### src/rtl/fptd_pkg.sv
// Shared trellis definitions for the fully parallel turbo decoder (LTE RSC,
// feedback 1+D^2+D^3, feedforward 1+D+D^3). State encoding is {d1,d2,d3},
// with d1 the most recent shift-register bit.
package fptd_pkg;

  localparam int unsigned NUM_STATES = 8;
  localparam int unsigned STATE_W    = 3;

  typedef logic [STATE_W-1:0] state_t;

  // Tables indexed [state][u]
  typedef logic [NUM_STATES-1:0][1:0][STATE_W-1:0] state_tab_t;
  typedef logic [NUM_STATES-1:0][1:0]              bit_tab_t;

  // Successor state for every (state, input) pair
  function automatic state_tab_t build_next_state();
    state_tab_t t;
    state_t     st;
    logic       fb;
    t = '0;
    for (int s = 0; s < int'(NUM_STATES); s++) begin
      for (int u = 0; u < 2; u++) begin
        st      = STATE_W'(s);
        fb      = 1'(u) ^ st[1] ^ st[0];
        t[s][u] = {fb, st[2], st[1]};
      end
    end
    return t;
  endfunction

  // Parity output for every (state, input) pair
  function automatic bit_tab_t build_parity();
    bit_tab_t t;
    state_t   st;
    logic     fb;
    t = '0;
    for (int s = 0; s < int'(NUM_STATES); s++) begin
      for (int u = 0; u < 2; u++) begin
        st      = STATE_W'(s);
        fb      = 1'(u) ^ st[1] ^ st[0];
        t[s][u] = fb ^ st[2] ^ st[0];
      end
    end
    return t;
  endfunction

  localparam state_tab_t NEXT_STATE = build_next_state();
  localparam bit_tab_t   PARITY     = build_parity();

  // Predecessor of state s' reached through input u; each state has exactly
  // one u=0 and one u=1 incoming branch in this trellis.
  function automatic state_tab_t build_prev_state();
    state_tab_t t;
    t = '0;
    for (int s = 0; s < int'(NUM_STATES); s++) begin
      for (int u = 0; u < 2; u++) begin
        t[NEXT_STATE[s][u]][u] = STATE_W'(s);
      end
    end
    return t;
  endfunction

  localparam state_tab_t PREV_STATE = build_prev_state();

endpackage

### src/rtl/alpha_razor_stage_bit_clip.sv
// BitClip: shared signed saturating clip from IN_W to OUT_W bits.
module BitClip #(
  parameter int unsigned IN_W  = 9,
  parameter int unsigned OUT_W = 6
) (
  input  logic signed [IN_W-1:0]  value,
  output logic signed [OUT_W-1:0] clip_c
);

  localparam logic signed [IN_W-1:0] MAX_V = {{(IN_W-OUT_W+1){1'b0}}, {(OUT_W-1){1'b1}}};
  localparam logic signed [IN_W-1:0] MIN_V = {{(IN_W-OUT_W+1){1'b1}}, {(OUT_W-1){1'b0}}};

  // Saturate to the signed OUT_W range
  always_comb begin
    clip_c = value[OUT_W-1:0];
    if (value > MAX_V) begin
      clip_c = MAX_V[OUT_W-1:0];
    end else if (value < MIN_V) begin
      clip_c = MIN_V[OUT_W-1:0];
    end
  end

endmodule

### src/rtl/alpha_razor_stage.sv
// alpha_razor_stage: one forward-recursion step of the fully parallel turbo
// decoder. Max-log ACS over the 8-state trellis, normalised to state 0,
// saturated and registered. Optional razor shadow latch on one bit per metric
// is built only when FPTD_ALPHA_RAZOR_EN is defined; otherwise the error flag
// is tied low.
module alpha_razor_stage
  import fptd_pkg::*;
#(
  parameter int unsigned N        = 5,
  parameter int unsigned M        = 6,
  parameter int unsigned RazorBit = 1
) (
  input  logic                Clock,
  input  logic                nReset,
  input  logic                Enable,
  input  logic                Error_previous,
  input  logic                Init,
  input  logic [7:1][M-1:0]   alpha_prev,
  input  logic [N-1:0]        ba1,
  input  logic [N-1:0]        bp,
  output logic [7:1][M-1:0]   alpha_DFF,
  output logic                Error_current_Alpha
);

  localparam int unsigned GW = N + 1;
  localparam int unsigned CW = M + 2;
  localparam int unsigned NW = M + 3;
  localparam logic [M-1:0] MIN_METRIC = {1'b1, {(M-1){1'b0}}};

  // Monitored bit position must lie inside the metric
  if (RazorBit < 1 || RazorBit > M) begin : g_bad_razor_bit
    $error("alpha_razor_stage: RazorBit out of range");
  end

  logic signed [GW-1:0] gamma    [4];
  logic signed [CW-1:0] prev_ext [NUM_STATES];
  logic signed [CW-1:0] alpha_new[NUM_STATES];
  logic [7:1][M-1:0]    alpha_next;

  // Branch metrics indexed by {u,p}
  always_comb begin
    gamma[0] = '0;
    gamma[1] = GW'(signed'(bp));
    gamma[2] = GW'(signed'(ba1));
    gamma[3] = GW'(signed'(ba1)) + GW'(signed'(bp));
  end

  // Previous metrics widened for candidate sums; state 0 is implicitly zero
  always_comb begin
    prev_ext[0] = '0;
    for (int s = 1; s < int'(NUM_STATES); s++) begin
      prev_ext[s] = CW'(signed'(alpha_prev[s]));
    end
  end

  // Add-compare-select per destination state; ties resolve to the u=0 branch
  for (genvar sp = 0; sp < int'(NUM_STATES); sp++) begin : g_acs
    localparam state_t P0 = PREV_STATE[sp][0];
    localparam state_t P1 = PREV_STATE[sp][1];
    localparam logic   Q0 = PARITY[P0][0];
    localparam logic   Q1 = PARITY[P1][1];

    logic signed [CW-1:0] cand0;
    logic signed [CW-1:0] cand1;

    assign cand0         = prev_ext[P0] + CW'(gamma[{1'b0, Q0}]);
    assign cand1         = prev_ext[P1] + CW'(gamma[{1'b1, Q1}]);
    assign alpha_new[sp] = (cand1 > cand0) ? cand1 : cand0;
  end

  // Normalise to state 0, saturate, and apply the initial-set override
  for (genvar sp = 1; sp < int'(NUM_STATES); sp++) begin : g_norm
    logic signed [NW-1:0] norm;
    logic signed [M-1:0]  clip_val;

    assign norm = NW'(alpha_new[sp]) - NW'(alpha_new[0]);

    BitClip #(
      .IN_W  (NW),
      .OUT_W (M)
    ) u_clip (
      .value  (norm),
      .clip_c (clip_val)
    );

    assign alpha_next[sp] = Init ? MIN_METRIC : clip_val;
  end

  // Metric register, captured only on a qualifying strobe
  always_ff @(posedge Clock or negedge nReset) begin
    if (!nReset) begin
      alpha_DFF <= '0;
    end else if (Enable && !Error_previous) begin
      alpha_DFF <= alpha_next;
    end
  end

`ifdef FPTD_ALPHA_RAZOR_EN
  localparam int unsigned RB = M - RazorBit;

  logic [7:1] alpha_LCH;
  logic [7:1] next_bits_c;
  logic [7:1] dff_bits_c;

  // Pick the monitored bit out of the next value and the stored value
  always_comb begin
    next_bits_c = '0;
    dff_bits_c  = '0;
    for (int s = 1; s < int'(NUM_STATES); s++) begin
      next_bits_c[s] = alpha_next[s][RB];
      dff_bits_c[s]  = alpha_DFF[s][RB];
    end
  end

  // Shadow latch: transparent during the high phase of an idle, error-free cycle
  always_latch begin
    if (!nReset) begin
      alpha_LCH <= '0;
    end else if (!Enable && !Error_previous && Clock) begin
      alpha_LCH <= next_bits_c;
    end
  end

  // Any disagreement between shadow and main copy marks a late result
  assign Error_current_Alpha = |(alpha_LCH ^ dff_bits_c);
`else
  assign Error_current_Alpha = 1'b0;
`endif

endmodule

### config.mk
export PLATFORM = sky130hd
export DESIGN_NAME = alpha_razor_stage
export DESIGN_NICKNAME = d
export VERILOG_FILES = /design/src/rtl/fptd_pkg.sv /design/src/rtl/alpha_razor_stage_bit_clip.sv /design/src/rtl/alpha_razor_stage.sv
export SDC_FILE = /design/constraint.sdc
export NUM_CORES = 1
export LEC_CHECK = 0
export BUFFER_PORTS_ARGS = -buffer_cell sky130_fd_sc_hd__buf_2
export CORE_ASPECT_RATIO = 1.5
export CORE_MARGIN = 4
export CORE_UTILIZATION = 60
export CTS_BUF_LIST = sky130_fd_sc_hd__clkbuf_2
export CTS_CLUSTER_SIZE = 12
export DETAILED_ROUTE_END_ITERATION = 8
export PLACE_DENSITY = 0.88
export SYNTH_ARGS = -nofsm -noshare
export SYNTH_HDL_FRONTEND = slang
export SYNTH_SLANG_ARGS = --single-unit
export TNS_END_PERCENT = 1
### constraint.sdc
create_clock -name Clock -period 0.95 [get_ports Clock]
set_input_delay 0.095 -clock Clock [delete_from_list [all_inputs] [get_ports Clock]]
set_output_delay 0.095 -clock Clock [all_outputs]
set_load 0.05 [all_outputs]
==> metrics, run 1 <==
detailed placement HPWL=29100 um; clock sink total=42; Main synth FF type=dfrtp_1; H-tree levels=2; width of the die=105 um; row count=52; IO Port Bufs=98; Synth Register Bits=42; Seq/Total Area, Yosys=12.5%; Clock Path Buffers=2; largest net degree at the start of global routing=36; Async S/R FF share, synth=100%; Failed at=global routing (5_1_grt); unique cell type count in the Yosys netlist=72; Avg Cell Area, Syn=8.42 um^2; Place WS=-4360 ps; status=did not finish; Post-synth EDFFs=0; vias in the first global route=13900; first-pass GRT wire length=78700 um; global route overflow=2; cts bufs inserted=5; All-Layer GR Usage=63.3%; initial cell density of the core=61.7%; mapped cell area=8430 um^2; routability cong.=1.08; Synth Instances=1002; Ys Warns=0; height of the die=153 um; IO Count=100; root buffer cell=clkbuf_2; tool error=[ERROR GRT-0116] Global routing finished with congestion. Check the congestion regions in the DRC Viewer.
-- logic make-up after synthesis --
group                    after synthesis  share of synthesized area [%]
AO/OA/AOI/OAI                        312                           26.3
AND/OR/NAND/NOR                      254                           15.1
adder cells (fa/ha/maj)              187                           29.4
buffers and inverters                 98                           4.42
multiplexers                          54                           6.71
XOR/XNOR                              53                           5.50
flip-flops                            42                           12.5
other                                  2                         0.0890
-- Yosys cell counts, types with 6 or more instances --
cell | count | area share, %
a21o_1 | 29 | 2.6
a21oi_1 | 65 | 3.9
a221o_1 | 6 | 0.71
a22o_1 | 9 | 0.93
a22oi_1 | 6 | 0.53
and2_1 | 7 | 0.52
clkbuf_1 | 8 | 0.36
dfrtp_1 | 42 | 12
fa_1 | 19 | 4.5
ha_1 | 168 | 25
inv_1 | 88 | 3.9
mux2_2 | 20 | 2.7
mux2i_1 | 34 | 4.0
nand2_1 | 46 | 2.0
nand2b_1 | 19 | 1.4
nand3_1 | 15 | 0.89
nand4_1 | 14 | 1.0
nor2_1 | 72 | 3.2
nor2b_1 | 28 | 2.1
nor3_1 | 19 | 1.1
nor4_1 | 7 | 0.52
o2111ai_1 | 6 | 0.62
o211ai_1 | 13 | 1.2
o21a_1 | 28 | 2.5
o21ai_0 | 59 | 3.5
o21bai_1 | 11 | 0.98
o31a_1 | 6 | 0.62
o31ai_1 | 13 | 1.2
or3_1 | 7 | 0.52
xnor2_1 | 34 | 3.5
xor2_1 | 19 | 2.0
-- stage by stage --
| stage | std cells | cell area (um^2) | utilization [%] |
|---|---|---|---|
| after global placement | 1577 | 11600 | 85.2 |
| after CTS | 1596 | 12500 | 91.3 |
| after floorplan | 1007 | 8550 | - |
| after detailed placement | 1577 | 11600 | 85.2 |
-- repair_timing --
item,in CTS
hold endpoints to repair,42
hold buffers,1
setup endpoints to repair,84
gates resized for setup,196
buffers inserted,10
pin swaps,60
-- per-layer routing --
metal / GRT overflow / track usage [%]
met1: 0 / 58.7
met2: 2 / 87.1
met3: 0 / 41.3
met4: 0 / 70.1
met5: 0 / 5.28
==> run 2: changes to the inputs <==
CORE_ASPECT_RATIO = unset   (was 1.5)
CORE_UTILIZATION = 40   (was 60)
CTS_BUF_LIST = unset   (was sky130_fd_sc_hd__clkbuf_2)
CTS_CLUSTER_SIZE = unset   (was 12)
PLACE_DENSITY = unset   (was 0.88)
PLACE_DENSITY_LB_ADDON = 0.15   (was unset)
==> run 2 against run 1 <==
The flow now finishes, with violations (setup timing). Synthesized area unchanged. Synthesized cell count did not move.
==> metrics, run 2 <==
die area=23500 um^2; first-pass GRT wire length=44600 um; Post-synth EDFFs=0 (unchanged); top cells by area, synth=ha_1 (25%), dfrtp_1 (12%), fa_1 (4.5%); maxcap violations=0; worst slew pin tran=542 ps; r2r startpoint=alpha_DFF[18]$_DFFE_PN0P_; clock slew at reported path FFs=60 ps; worst-path fanout max=5; Clk network pwr share=4.9%; most frequent cells in the layout=buf_4 (339), ha_1 (149), inv_1 (88); crit path DAT=4920 ps; Slew HR=63.5%; Via density=5.23; PwrDens=3200 nW/um^2; Tmin final=4710 ps; ANT nets after route=0; Pint=21900 uW; failing checks=setup timing; count leader, synth=ha_1; Buffers & Inverters on Critical Path=2; clock sink total=42 (unchanged); routability cong.=0.852 (-21%); layout net count=1702; DRT Pass-1 Iters=5; core area=20500 um^2; via count=9045; cts bufs inserted=5 (unchanged); area leader, netlist=ha_1; row count=52 (unchanged); FF-to-FF End=alpha_DFF[18]$_DFFE_PN0P_; Most flops, register=alpha_DFF; Synth Instances=1002 (unchanged); mapped cell area=8430 um^2 (unchanged); NetSw=19800 uW; HP Class=in -> async; post-route cell area=13000 um^2; maximum vdd ir drop=0.00136 V; CP cell instances=buf_8 > ha_4 > fa_2 > ha_4 > a21o_1 > a21oi_2 > o21bai_1 > a21oi_2 > xnor2_2 > ha_4 > a2111oi_4 > a21o_1 > buf_6 > a21oi_2 > ha_1 > o21a_1 > o31a_1 > o31a_1 > a41o_1 > or2_4 > o211ai_1; most frequent cells after synthesis=ha_1 (168), inv_1 (88), nor2_1 (72); root buffer cell=clkbuf_16; slowest CP cell=fa_2; area delta synth->final=54.6%; initial antenna violation count=0; final slew viol count=0; sw frac=47.5%; final WL=27700 um; Avg Cell Area, Syn=8.42 um^2 (unchanged); endpoints failing setup=66; width of the die=153 um (+46%); IO Port Bufs=98 (unchanged); DR iter-0 viols=368; Async S/R FF share, synth=100% (unchanged); RSZ-0062 raised after global routing=yes; CP startpoint kind=input port; biggest regs=alpha_DFF x42; All-Layer GR Usage=22.9%; height of the die=153 um (unchanged); global route overflow=0; status=finished with violations; Worst R2R Path Depth=3; fmax=212 MHz; crit end category=register; commonest non-fill, non-tap cell in the layout=buf_4; H-tree levels=2 (unchanged); Seq/Total Area, Yosys=12.5% (unchanged); WP data required=1160 ps; Final period util=496%; Reg power frac=7.8%; fraction of layout instances using a drive strength above 1=40.6%; largest net degree at the start of global routing=32; unique cell type count in the Yosys netlist=72 (unchanged); # diodes=0; placed cell count=1710 (+8.4%); detailed placement HPWL=23300 um (-20%); IO Count=100 (unchanged); Skew-Pair Late Insertion Delay=290 ps; Final Worst Setup Slack=-3760 ps; initial cell density of the core=41.2% (-21 points); Ys Warns=0 (unchanged); # DRC=0; CP top delay family=compound AO/OA/AOI/OAI gates; max FFs per register=42; combinational share of power=87.3%; Post-DP Area=12000 um^2 (+3.3%); Crit Path Class=in -> reg; skew final=0 ps; Synth Register Bits=42 (unchanged); setup tns final=-140480 ps; Clock Path Buffers=2 (unchanged); Wirelength per Cell=16.0 um; Lkg Pwr=0.00652 uW; Hold Slack=164 ps; reg2reg setup slack=20 ps; Post-Layout Cell Count=1729; Synth top area share=24.9% (unchanged); Main synth FF type=dfrtp_1; CTS tree=done; Largest stage delay, worst path=720 ps; Final Hold Fails=0; vias in the first global route=9083
-- run 2: cell counts after synthesis --
No cell type changed its count.
-- run 2: worst max-delay path by stage --
stage               cells after the start                   endpoint  slack, ps   start
floorplan                              21  alpha_DFF[36]$_DFFE_PN0P_      -3630  ba1[0]
global placement                       25  alpha_DFF[36]$_DFFE_PN0P_      -3980  ba1[0]
detailed placement                     24  alpha_DFF[38]$_DFFE_PN0P_      -4100  ba1[0]
CTS                                    24  alpha_DFF[38]$_DFFE_PN0P_      -3670  ba1[0]
global route                           22  alpha_DFF[38]$_DFFE_PN0P_      -3970   bp[0]
finish                                 21  alpha_DFF[38]$_DFFE_PN0P_      -3760   bp[0]
-- run 2: cells by family (layout without fill, tap and decap cells) --
family          after synthesis  after routing  synth area share, %
fa+ha+maj                   187            187                 29.4
other cells                   2              7               0.0890
mux                          54             54                 6.71
buf+inv                      98            550                 4.42
xor+xnor                     53             53                 5.50
compound gates              312            312                 26.3
flops                        42             42                 12.5
simple gates                254            254                 15.1
-- run 2: cell type report --
class	instances	area [um^2]
multi-input combinational	867	7580
fill	1752	7450
timing repair buffer	454	3570
sequential	42	1050
tap	270	338
inverter	88	330
clock buffer	6	129
clock inverter	2	37.5
-- run 2: worst reg2reg max path: cells and delay by family, from the launching register on --
family	cells	cell delay [ps]
compound gates	1	140
flops	1	450
simple gates	2	250
-- run 2: power by group through the flow --
stage	combinational (uW)	clock (uW)	sequential, uW
after floorplan	17400	0	5610
after global placement	32200	0	3090
after detailed placement	32500	0	3130
after CTS	35200	2050	3270
after global routing	39700	2110	3370
final	36400	2030	3270
-- run 2: per-stage QoR --
step | power, uW | setup WS [ps] | utilization, %
finish | 41700 | -3760 | 63.6
detailed placement | 35700 | -4100 | 58.7
floorplan | 23000 | -3630 | -
CTS | 40500 | -3670 | 62.4
global route | 45200 | -3970 | 63.6
global placement | 35300 | -3980 | 58.7
-- run 2: metal layers --
| metal | GRT usage, % | wire length (um) | vias up |
|---|---|---|---|
| li1 | - | - | 4638 |
| met1 | 30.3 | 12800 | 4202 |
| met2 | 41.0 | 13400 | 174 |
| met3 | 1.53 | 920 | 31 |
| met4 | 5.01 | 586 | 0 |
| met5 | 0 | 0 | - |
-- run 2: what timing repair did --
action	4_1_cts	5_1_grt
endpoints found under the hold margin	42	0
setup endpoints to repair	84	84
setup buffers	4	6
resized for setup	146	49
hold buffers	1	0
pin swaps	43	30
No activity file was read; power rests on OpenSTA's default activity.
